<file path="src/rtl/fc_neuron_seq_if.sv">
// Beat-in / result-out bundle for the sequential fully-connected neuron.
// The producer/consumer side uses master; the neuron itself uses slave.
interface fc_neuron_seq_if #(
    parameter int WIDTH = 8,
    parameter int LANES = 4,
    parameter int OW    = 23
);
    logic                     in_valid;
    logic                     in_ready;
    logic [LANES*WIDTH-1:0]   in_x;
    logic [LANES*WIDTH-1:0]   in_w;
    logic [OW-1:0]            bias;
    logic                     relu_en;
    logic                     out_valid;
    logic                     out_ready;
    logic [OW-1:0]            z;

    modport master (
        output in_valid, in_x, in_w, bias, relu_en, out_ready,
        input  in_ready, out_valid, z
    );

    modport slave (
        input  in_valid, in_x, in_w, bias, relu_en, out_ready,
        output in_ready, out_valid, z
    );
endinterface

</file>
<file path="src/rtl/fc_neuron_seq.sv">
// Sequential fully-connected neuron: accumulates LANES products per beat over
// IN/LANES beats, adds bias, then applies optional ReLU and saturates to OW bits.
module fc_neuron_seq #(
    parameter int WIDTH = 8,
    parameter int IN    = 128,
    parameter int LANES = 4
) (
    input  logic          clk,
    input  logic          rst,
    fc_neuron_seq_if.slave bus
);
    localparam int BEATS = IN / LANES;
    localparam int OW    = 2 * WIDTH + $clog2(IN);
    localparam int ACW   = OW + 1;
    localparam int PW    = 2 * WIDTH;
    localparam int CW    = $clog2(BEATS + 1);

    localparam logic [CW-1:0]         LAST_CNT = CW'(BEATS - 1);
    localparam logic signed [ACW-1:0] ZMAX     = {{2{1'b0}}, {(OW-1){1'b1}}};
    localparam logic signed [ACW-1:0] ZMIN     = {{2{1'b1}}, {(OW-1){1'b0}}};

    typedef enum logic [1:0] {
        IDLE  = 2'd0,
        ACCUM = 2'd1,
        OUT   = 2'd2
    } state_t;

    state_t                 state_r, state_n;
    logic [CW-1:0]          cnt_r, cnt_n;
    logic signed [ACW-1:0]  acc_r, acc_n;
    logic                   relu_r, relu_n;
    logic                   out_valid_r, out_valid_n;
    logic [OW-1:0]          z_r, z_n;

    logic [PW-1:0]          prod_s [LANES];
    logic signed [ACW-1:0]  lane_sum_s;
    logic signed [ACW-1:0]  base_s;
    logic signed [ACW-1:0]  sum_s;
    logic                   in_ready_s;
    logic                   in_fire_s;
    logic                   last_s;
    logic                   relu_sel_s;

    // Negative values are zeroed under ReLU; everything else clamps to the OW-bit range.
    function automatic logic [OW-1:0] sat_z(input logic signed [ACW-1:0] v, input logic relu);
        logic [OW-1:0] r;
        if (relu && v[ACW-1]) begin
            r = {OW{1'b0}};
        end else if (v > ZMAX) begin
            r = ZMAX[OW-1:0];
        end else if (v < ZMIN) begin
            r = ZMIN[OW-1:0];
        end else begin
            r = v[OW-1:0];
        end
        return r;
    endfunction

    // Products are formed at full 2*WIDTH precision; low bits of the unsigned
    // product of sign-extended operands equal the signed product.
    for (genvar k = 0; k < LANES; k++) begin : g_lane
        logic [WIDTH-1:0] x_s;
        logic [WIDTH-1:0] w_s;
        assign x_s       = bus.in_x[k*WIDTH +: WIDTH];
        assign w_s       = bus.in_w[k*WIDTH +: WIDTH];
        assign prod_s[k] = {{WIDTH{x_s[WIDTH-1]}}, x_s} * {{WIDTH{w_s[WIDTH-1]}}, w_s};
    end

    // Adder tree across lanes, sign-extended to the accumulator width.
    always_comb begin
        lane_sum_s = {ACW{1'b0}};
        for (int k = 0; k < LANES; k++) begin
            lane_sum_s = lane_sum_s + {{(ACW-PW){prod_s[k][PW-1]}}, prod_s[k]};
        end
    end

    assign in_ready_s = !rst && (state_r != OUT);
    assign in_fire_s  = bus.in_valid && in_ready_s;
    assign last_s     = (cnt_r == LAST_CNT);
    assign base_s     = (state_r == IDLE) ? {bus.bias[OW-1], bus.bias} : acc_r;
    assign sum_s      = base_s + lane_sum_s;
    assign relu_sel_s = (state_r == IDLE) ? bus.relu_en : relu_r;

    // Next-state and next-register values for the frame controller.
    always_comb begin
        state_n     = state_r;
        cnt_n       = cnt_r;
        acc_n       = acc_r;
        relu_n      = relu_r;
        out_valid_n = out_valid_r;
        z_n         = z_r;
        case (state_r)
            IDLE, ACCUM: begin
                if (in_fire_s) begin
                    acc_n  = sum_s;
                    cnt_n  = cnt_r + CW'(1);
                    relu_n = relu_sel_s;
                    if (last_s) begin
                        state_n     = OUT;
                        out_valid_n = 1'b1;
                        z_n         = sat_z(sum_s, relu_sel_s);
                    end else begin
                        state_n = ACCUM;
                    end
                end else begin
                    state_n = state_r;
                end
            end
            OUT: begin
                if (bus.out_ready) begin
                    state_n     = IDLE;
                    out_valid_n = 1'b0;
                    acc_n       = {ACW{1'b0}};
                    cnt_n       = {CW{1'b0}};
                end else begin
                    state_n = OUT;
                end
            end
            default: begin
                state_n     = IDLE;
                out_valid_n = 1'b0;
                acc_n       = {ACW{1'b0}};
                cnt_n       = {CW{1'b0}};
            end
        endcase
    end

    // State and datapath registers; reset wins over any concurrent transfer.
    always_ff @(posedge clk) begin
        if (rst) begin
            state_r     <= IDLE;
            cnt_r       <= {CW{1'b0}};
            acc_r       <= {ACW{1'b0}};
            relu_r      <= 1'b0;
            out_valid_r <= 1'b0;
            z_r         <= {OW{1'b0}};
        end else begin
            state_r     <= state_n;
            cnt_r       <= cnt_n;
            acc_r       <= acc_n;
            relu_r      <= relu_n;
            out_valid_r <= out_valid_n;
            z_r         <= z_n;
        end
    end

    assign bus.in_ready  = in_ready_s;
    assign bus.out_valid = out_valid_r;
    assign bus.z         = z_r;
endmodule

</file>
<file path="src/flat_wrapper.sv">
// flat-port wrapper written by rule: the top's interface ports become plain ports
module fc_neuron_seq_flat 
#(
    parameter int WIDTH = 8,
    parameter int IN    = 128,
    parameter int LANES = 4
)
  (clk, rst, bus_in_valid, bus_in_x, bus_in_w, bus_bias, bus_relu_en, bus_out_ready, bus_in_ready, bus_out_valid, bus_z);
  fc_neuron_seq_if #(.WIDTH(WIDTH), .LANES(LANES), .OW((23))) bus_i ();
  input  logic clk;
  input  logic rst;
  input wire logic [$bits(bus_i.in_valid)-1:0] bus_in_valid;
  input wire logic [$bits(bus_i.in_x)-1:0] bus_in_x;
  input wire logic [$bits(bus_i.in_w)-1:0] bus_in_w;
  input wire logic [$bits(bus_i.bias)-1:0] bus_bias;
  input wire logic [$bits(bus_i.relu_en)-1:0] bus_relu_en;
  input wire logic [$bits(bus_i.out_ready)-1:0] bus_out_ready;
  output wire logic [$bits(bus_i.in_ready)-1:0] bus_in_ready;
  output wire logic [$bits(bus_i.out_valid)-1:0] bus_out_valid;
  output wire logic [$bits(bus_i.z)-1:0] bus_z;
  assign bus_i.in_valid = bus_in_valid;
  assign bus_i.in_x = bus_in_x;
  assign bus_i.in_w = bus_in_w;
  assign bus_i.bias = bus_bias;
  assign bus_i.relu_en = bus_relu_en;
  assign bus_i.out_ready = bus_out_ready;
  assign bus_in_ready = bus_i.in_ready;
  assign bus_out_valid = bus_i.out_valid;
  assign bus_z = bus_i.z;
  fc_neuron_seq #(.WIDTH(WIDTH), .IN(IN), .LANES(LANES)) u_core (.clk(clk), .rst(rst), .bus(bus_i));
endmodule
</file>
<file path="config.mk">
export PLATFORM = sky130hd
export DESIGN_NAME = fc_neuron_seq_flat
export DESIGN_NICKNAME = d
export VERILOG_FILES = /design/src/rtl/fc_neuron_seq_if.sv /design/src/rtl/fc_neuron_seq.sv /design/src/flat_wrapper.sv
export SDC_FILE = /design/constraint.sdc
export NUM_CORES = 1
export LEC_CHECK = 0
export CAP_MARGIN = 10
export CORE_ASPECT_RATIO = 0.75
export CORE_MARGIN = 2
export CORE_UTILIZATION = 53
export CTS_BUF_LIST = sky130_fd_sc_hd__clkbuf_8
export DETAILED_ROUTE_END_ITERATION = 6
export PLACE_DENSITY = 0.84
export SKIP_LAST_GASP = 1
export SYNTH_ARGS = -nofsm -noshare
export SYNTH_HDL_FRONTEND = slang
export SYNTH_SLANG_ARGS = --single-unit
</file>
<file path="constraint.sdc">
create_clock -name clk -period 31.6 [get_ports clk]
set_clock_uncertainty 0.1 [all_clocks]
set_input_delay 6.32 -clock clk [delete_from_list [all_inputs] [get_ports clk]]
set_output_delay 6.32 -clock clk [all_outputs]
set_load 0.01 [all_outputs]
</file>
==> flow_summary.toml <==
[floorplan]
core_mm2 = 0.0279
initial_utilization_pct = 53.7
die_x_um = 198
io_pins = 117
rows = 53
dieHeight_um = 150
dieArea_mm2 = 0.0297

[yosys]
syn_area_per_cell_um2 = 9.33
synth_top_area_share_pct = 39.1
synthTopCellsByArea = "fa_1 (39%), ha_1 (12%), inv_1 (8.8%)"
synthMostInstantiatedCell = "inv_1"
ys.flop_type = "dfxtp_1"
synth-edff-count = 0
synth.largest_area_cell = "fa_1"
ys_seq_area_share_pct = 7.61
synth_nets = 2134
syn_inst = 1608
ys_warn_count = 0
synth_commonest_cells = "inv_1 (350), fa_1 (293), and2_1 (149)"
ys_async_sr_fraction_pct = 0
ys_seq_elements = 57
ys_types = 62
syn_area_mm2 = 0.0150

[route]
wl_per_cell_um = 16.7
vias = 11300
drt_iter0_markers = 748
drc = 0
drt-total-wl_mm = 35.2
drtPass1Iterations = 5
via_per_inst = 5.37
ant_nets = 0

[setup_path]
max_stage_delay_ns = 0.73
reg2reg_from = "u_core.state_r[1]"
start_kind = "input pin"
reg2reg_slack_ns = 25.58
worstSetupStartpoint = "bus_in_w[1]"
crit_fanout = 18
worstSetupPathType = "input pin to flip-flop"
cpMaxStageDelayCell = "fa_1"
crit_required_ns = 31.71
arrival_ns = 16.32
end_kind = "flip-flop"
crit_top_cell = "fa_1"

[sta]
worstMarginPinSlew_ns = 1.11
max_freq_ghz = 0.0617
slew_violations = 0
setup_tns_ns = 0
hold_violations = 0
setup_viol = 0
fin_crit_sh_pct = 51.3
rsz0062_at_grt = "no"
fin_crit_ns = 16.21
relSlewSlack_pct = 26.0

[clock_network]
post_cts_resize_count = 0
cts_tree = "yes"
clkSlewWorstSetupHoldPaths_ns = 0.07
cts-root-buf = "clkbuf_8"
htree_num_levels = 3
cts_hold_buf = 0
insertion_delay_ns = 0.36
cts_buffers = 9
cts_setup_buffers = 0
clockBufferDepth = 2
cts.sinks = 57

[layout]
drive_gt1_share_pct = 3.85
regArea_mm2 = 0.00114
fin_util_pct = 60.0
multi_input_area_mm2 = 0.0124
area_delta_synth_final_pct = 11.7
fillCellCount = 2306
layout.nets = 2237
diodes = 0

[grt]
grt_pass1_wl_mm = 59.7
grt_max_degree = 55
grt_antenna_before_repair = 0
globalRouteOverflowTotal = 0
grt_pass1_vias = 12300
grt_use_total_pct = 25.5

[run]
cap_violations = 0

[outcome]
status = "finished clean"

[placement]
place_hpwl_mm = 30.3
io_buffers = 116
routabilityCongestion = 0.905

[hold_path]
hold_class = "flip-flop to flip-flop"
worstHoldStart = "u_core.bus.out_valid"
cell type report:
class | count | area share, %
clock buffer | 11 | 0.904
clock inverter | 5 | 0.426
inverter | 351 | 7.87
multi-input combinational | 1173 | 74.1
sequential | 57 | 6.81
tap | 385 | 2.88
timing repair buffer | 119 | 7.04
logic make-up (layout without fill, tap and decap cells):
kind of cell             count (synthesis)  in the layout  share of synthesized area, %
AO/OA/AOI/OAI                          217            217                          11.0
AND/OR/NAND/NOR                        410            410                          13.9
flip-flops                              57             57                          7.61
buffers and inverters                  378            486                          9.67
XOR/XNOR                                87             87                          5.27
multiplexers                            25             25                          1.74
adder cells (fa/ha/maj)                434            434                          50.9
final timing paths:
check,end,cells past startpoint
min reg2reg,u_core.bus.out_valid,2
min,u_core.bus.out_valid,2
max reg2reg,u_core.bus.z[10],16
max,u_core.bus.z[10],34
per-stage QoR:
stage          hold WS, ns  worst slack, ns  instance area (um2)  std cells
2_1_floorplan        0.351            16.74                15000       1608
3_3_place_gp         0.341            15.42                16500       2085
3_5_place_dp         0.344            15.09                16500       2085
4_1_cts              0.352            15.45                16700       2101
5_1_grt              0.383            14.85                16700       2101
6_report             0.347            15.39                16700       2101
flip-flops by register name, summed over array words and instances, names as in the netlist:
name,count
u_core.bus.z,23
u_core.relu_r,1
u_core.bus.out_valid,1
u_core.state_r,2
u_core.cnt_r,6
u_core.acc_r,24
routing by layer:
| layer | vias up | part of all wire (%) | GRT usage, % |
|---|---|---|---|
| met5 | - | 0 | 0 |
| met4 | 0 | 2.8 | 7.93 |
| met3 | 75 | 5.6 | 3.61 |
| met2 | 315 | 47 | 42.9 |
| met1 | 5646 | 45 | 34.3 |
| li1 | 5239 | - | - |
critical path: cells and delay by family:
| kind | cells | cell delay [ns] |
|---|---|---|
| XOR/XNOR | 3 | 1.05 |
| adder cells (fa/ha/maj) | 10 | 4.54 |
| AO/OA/AOI/OAI | 11 | 2.30 |
| AND/OR/NAND/NOR | 3 | 0.78 |
| buffers and inverters | 7 | 1.32 |
layout by cell type, fill, tap and decap left out, types with 5 or more instances in the layout:
cell type          n
inv_1            353
fa_1             293
and2_1           149
ha_1             141
nand2_1          116
clkdlybuf4s50_1  115
nor2_1            71
a21oi_1           69
xnor2_1           65
dfxtp_1           57
a22oi_1           25
a221oi_2          23
nand2b_1          22
o21ai_0           22
xor2_1            20
o21bai_1          19
mux2i_1           16
nor3_1            14
clkbuf_8          11
a21o_1            10
nand3_1           10
mux2_2             9
o21a_1             9
or3_1              6
nand4_1            6
o211ai_1           6
and3_1             5
Power is left out: the tool's default activity adds up to more than one toggle a clock period on the data nets, which glitch-free logic cannot reach.
==> variant: new RTL, same flow settings <==
One comparison of `cnt_r` changes from == to >=.
--- a/src/rtl/fc_neuron_seq.sv
+++ b/src/rtl/fc_neuron_seq.sv
@@ -76,7 +76,7 @@
 
     assign in_ready_s = !rst && (state_r != OUT);
     assign in_fire_s  = bus.in_valid && in_ready_s;
-    assign last_s     = (cnt_r == LAST_CNT);
+    assign last_s     = (cnt_r >= LAST_CNT);
     assign base_s     = (state_r == IDLE) ? {bus.bias[OW-1], bus.bias} : acc_r;
     assign sum_s      = base_s + lane_sum_s;
     assign relu_sel_s = (state_r == IDLE) ? bus.relu_en : relu_r;
Behaviour: no difference found for any inputs over 10 cycles, from zero or initial values and one cycle with rst high; that may be too few to reach the edited logic, so the function may still have changed.
==> variant against the unedited design <==
Final area fell by 1.7%. Synthesized area shrank 1.7%. Sequential cell count unchanged. Sequential share of layout area up 0.12 points. Synthesized cell count is 1.6% lower. First-iteration DRC count down 7.8%. Wire length is 3.0% lower. Global-route usage is 0.55 points lower. Setup slack worse by 0.21 ns. Critical path type unchanged. Highest routed layer unchanged.
Power is left out: the tool's default activity adds up to more than one toggle a clock period on the data nets, which glitch-free logic cannot reach.
==> variant: results (changes against the unedited design) <==
OUTCOME='finished clean'
SYNTHXORXNORAREAFRAC=0.05515  # +0.002422
MAPPEDNETLISTNETS=2109  # -1.2%
VIA_COUNT_OF_THE_FIRST_GLOBAL_ROUTING_PASS=12010  # -2.4%
WORSTSETUPENDPOINT='u_core.bus.z[8]'
SYNTH_AREA_PER_CELL_UM2=9.316  # -0.12%
CRITICAL_PATH.MAX_STAGE_DELAY_NS=0.86  # +0.13 ns
SEQAREAFRACTION=0.06930  # +0.001170
GRT_START_MAX_NET_PINS=34  # -38%
YS_TOP_CELLS_BY_AREA='sky130_fd_sc_hd__fa_1 (40%), sky130_fd_sc_hd__ha_1 (12%), sky130_fd_sc_hd__inv_1 (8.6%)'
PLACE.DETAILED.HPWL_MM=29.61  # -2.2%
CTS-BUFFERS-INSERTED=9  # unchanged
PATH_DEPTH_OF_THE_WORST_REG2REG_PATH=17  # +1
SETUP_WS_NS=15.18  # -0.2096 ns
CRITPATHMAXFANOUT=16  # -2
NCLKBUFFERS=10  # -1
FILL_CELL_INSTANCE_COUNT_OF_THE_FINAL_LAYOUT=2241  # -2.8%
FIRST_PASS_GRT_WIRE_LENGTH_MM=58.21  # -2.6%
BUFFER_AREA_FRAC=0.07188  # +0.001513
SYNTH_COMPOUND_GATE_AREA_SHARE=0.09358  # -0.01621
DRIVE_ABOVE_1_SHARE=0.02955  # -0.008911
DESIGN_AREA_MM2=0.01647  # -1.7%
MULTI_INPUT_LOGIC_PORTION_OF_THE_CELL_AREA=0.7421  # +0.001323
SYNTH.CELLS.MOST_FREQUENT='sky130_fd_sc_hd__inv_1 (338), sky130_fd_sc_hd__fa_1 (293), sky130_fd_sc_hd__and2_1 (155)'
FIRSTDRTPASSITERS=6  # +1
DETAILEDROUTE.FIRSTITERATIONVIOLATIONS=690  # -7.8%
CTS_SETUP_BUFFERS=0  # unchanged
TIMING_WORST_SLEW_PIN_VALUE_NS=1.062  # -0.04681 ns
SYNTHADDERAREAFRAC=0.5173  # +0.008632
DESIGN.FINAL.NETS=2214  # -1.0%
CLKCELLAREAFRAC=0.01277  # -0.0005315
FLOORPLAN_DIE_AREA_MM2=0.02919  # -1.6%
POST_PLACE_CELLS=2028  # -2.7%
WHS_NS=0.3796  # +0.03239 ns
DETAIL_ROUTE.WL_PER_CELL_UM=16.71  # -0.21%
GLOBALROUTETOTALUTIL=0.2495  # -0.005492
DETAILEDPLACE.WORSTSLACK_NS=14.88  # -0.2035 ns
DR_TOTAL_VIAS=11100  # -1.6%
ROUTABILITY_CONG=0.8982  # -0.73%
WORST_EP_ARRIVAL_TIME_NS=16.50  # +0.18 ns
MULTIINPUTCOMBCELLCOUNT=1162  # -0.94%
SYNTH_SEQ_AREA_SHARE=0.07737  # +0.001291
CRITICAL_PATH.SLOWEST_CELL='sky130_fd_sc_hd__o31ai_4'
[variant: cell types whose count changed after synthesis, moves of 7 or more]
cell                       unedited run  this run
sky130_fd_sc_hd__nor3_1              14         7
sky130_fd_sc_hd__a221oi_2            23         0
sky130_fd_sc_hd__o21ai_0             22        29
sky130_fd_sc_hd__a211oi_2             1        10
sky130_fd_sc_hd__nor2_1              71       100
sky130_fd_sc_hd__xor2_1              20        39
sky130_fd_sc_hd__a21oi_1             69        40
sky130_fd_sc_hd__o21a_1               9        16
sky130_fd_sc_hd__inv_1              350       338
sky130_fd_sc_hd__xnor2_1             65        48
sky130_fd_sc_hd__a22oi_1             25        17
[variant: routing by layer]
metal | wire length (um) | GRT usage
met5 | 0 | 0
met4 | 661 | 0.05902
met3 | 2621 | 0.03673
met2 | 15860 | 0.4071
met1 | 15000 | 0.3544
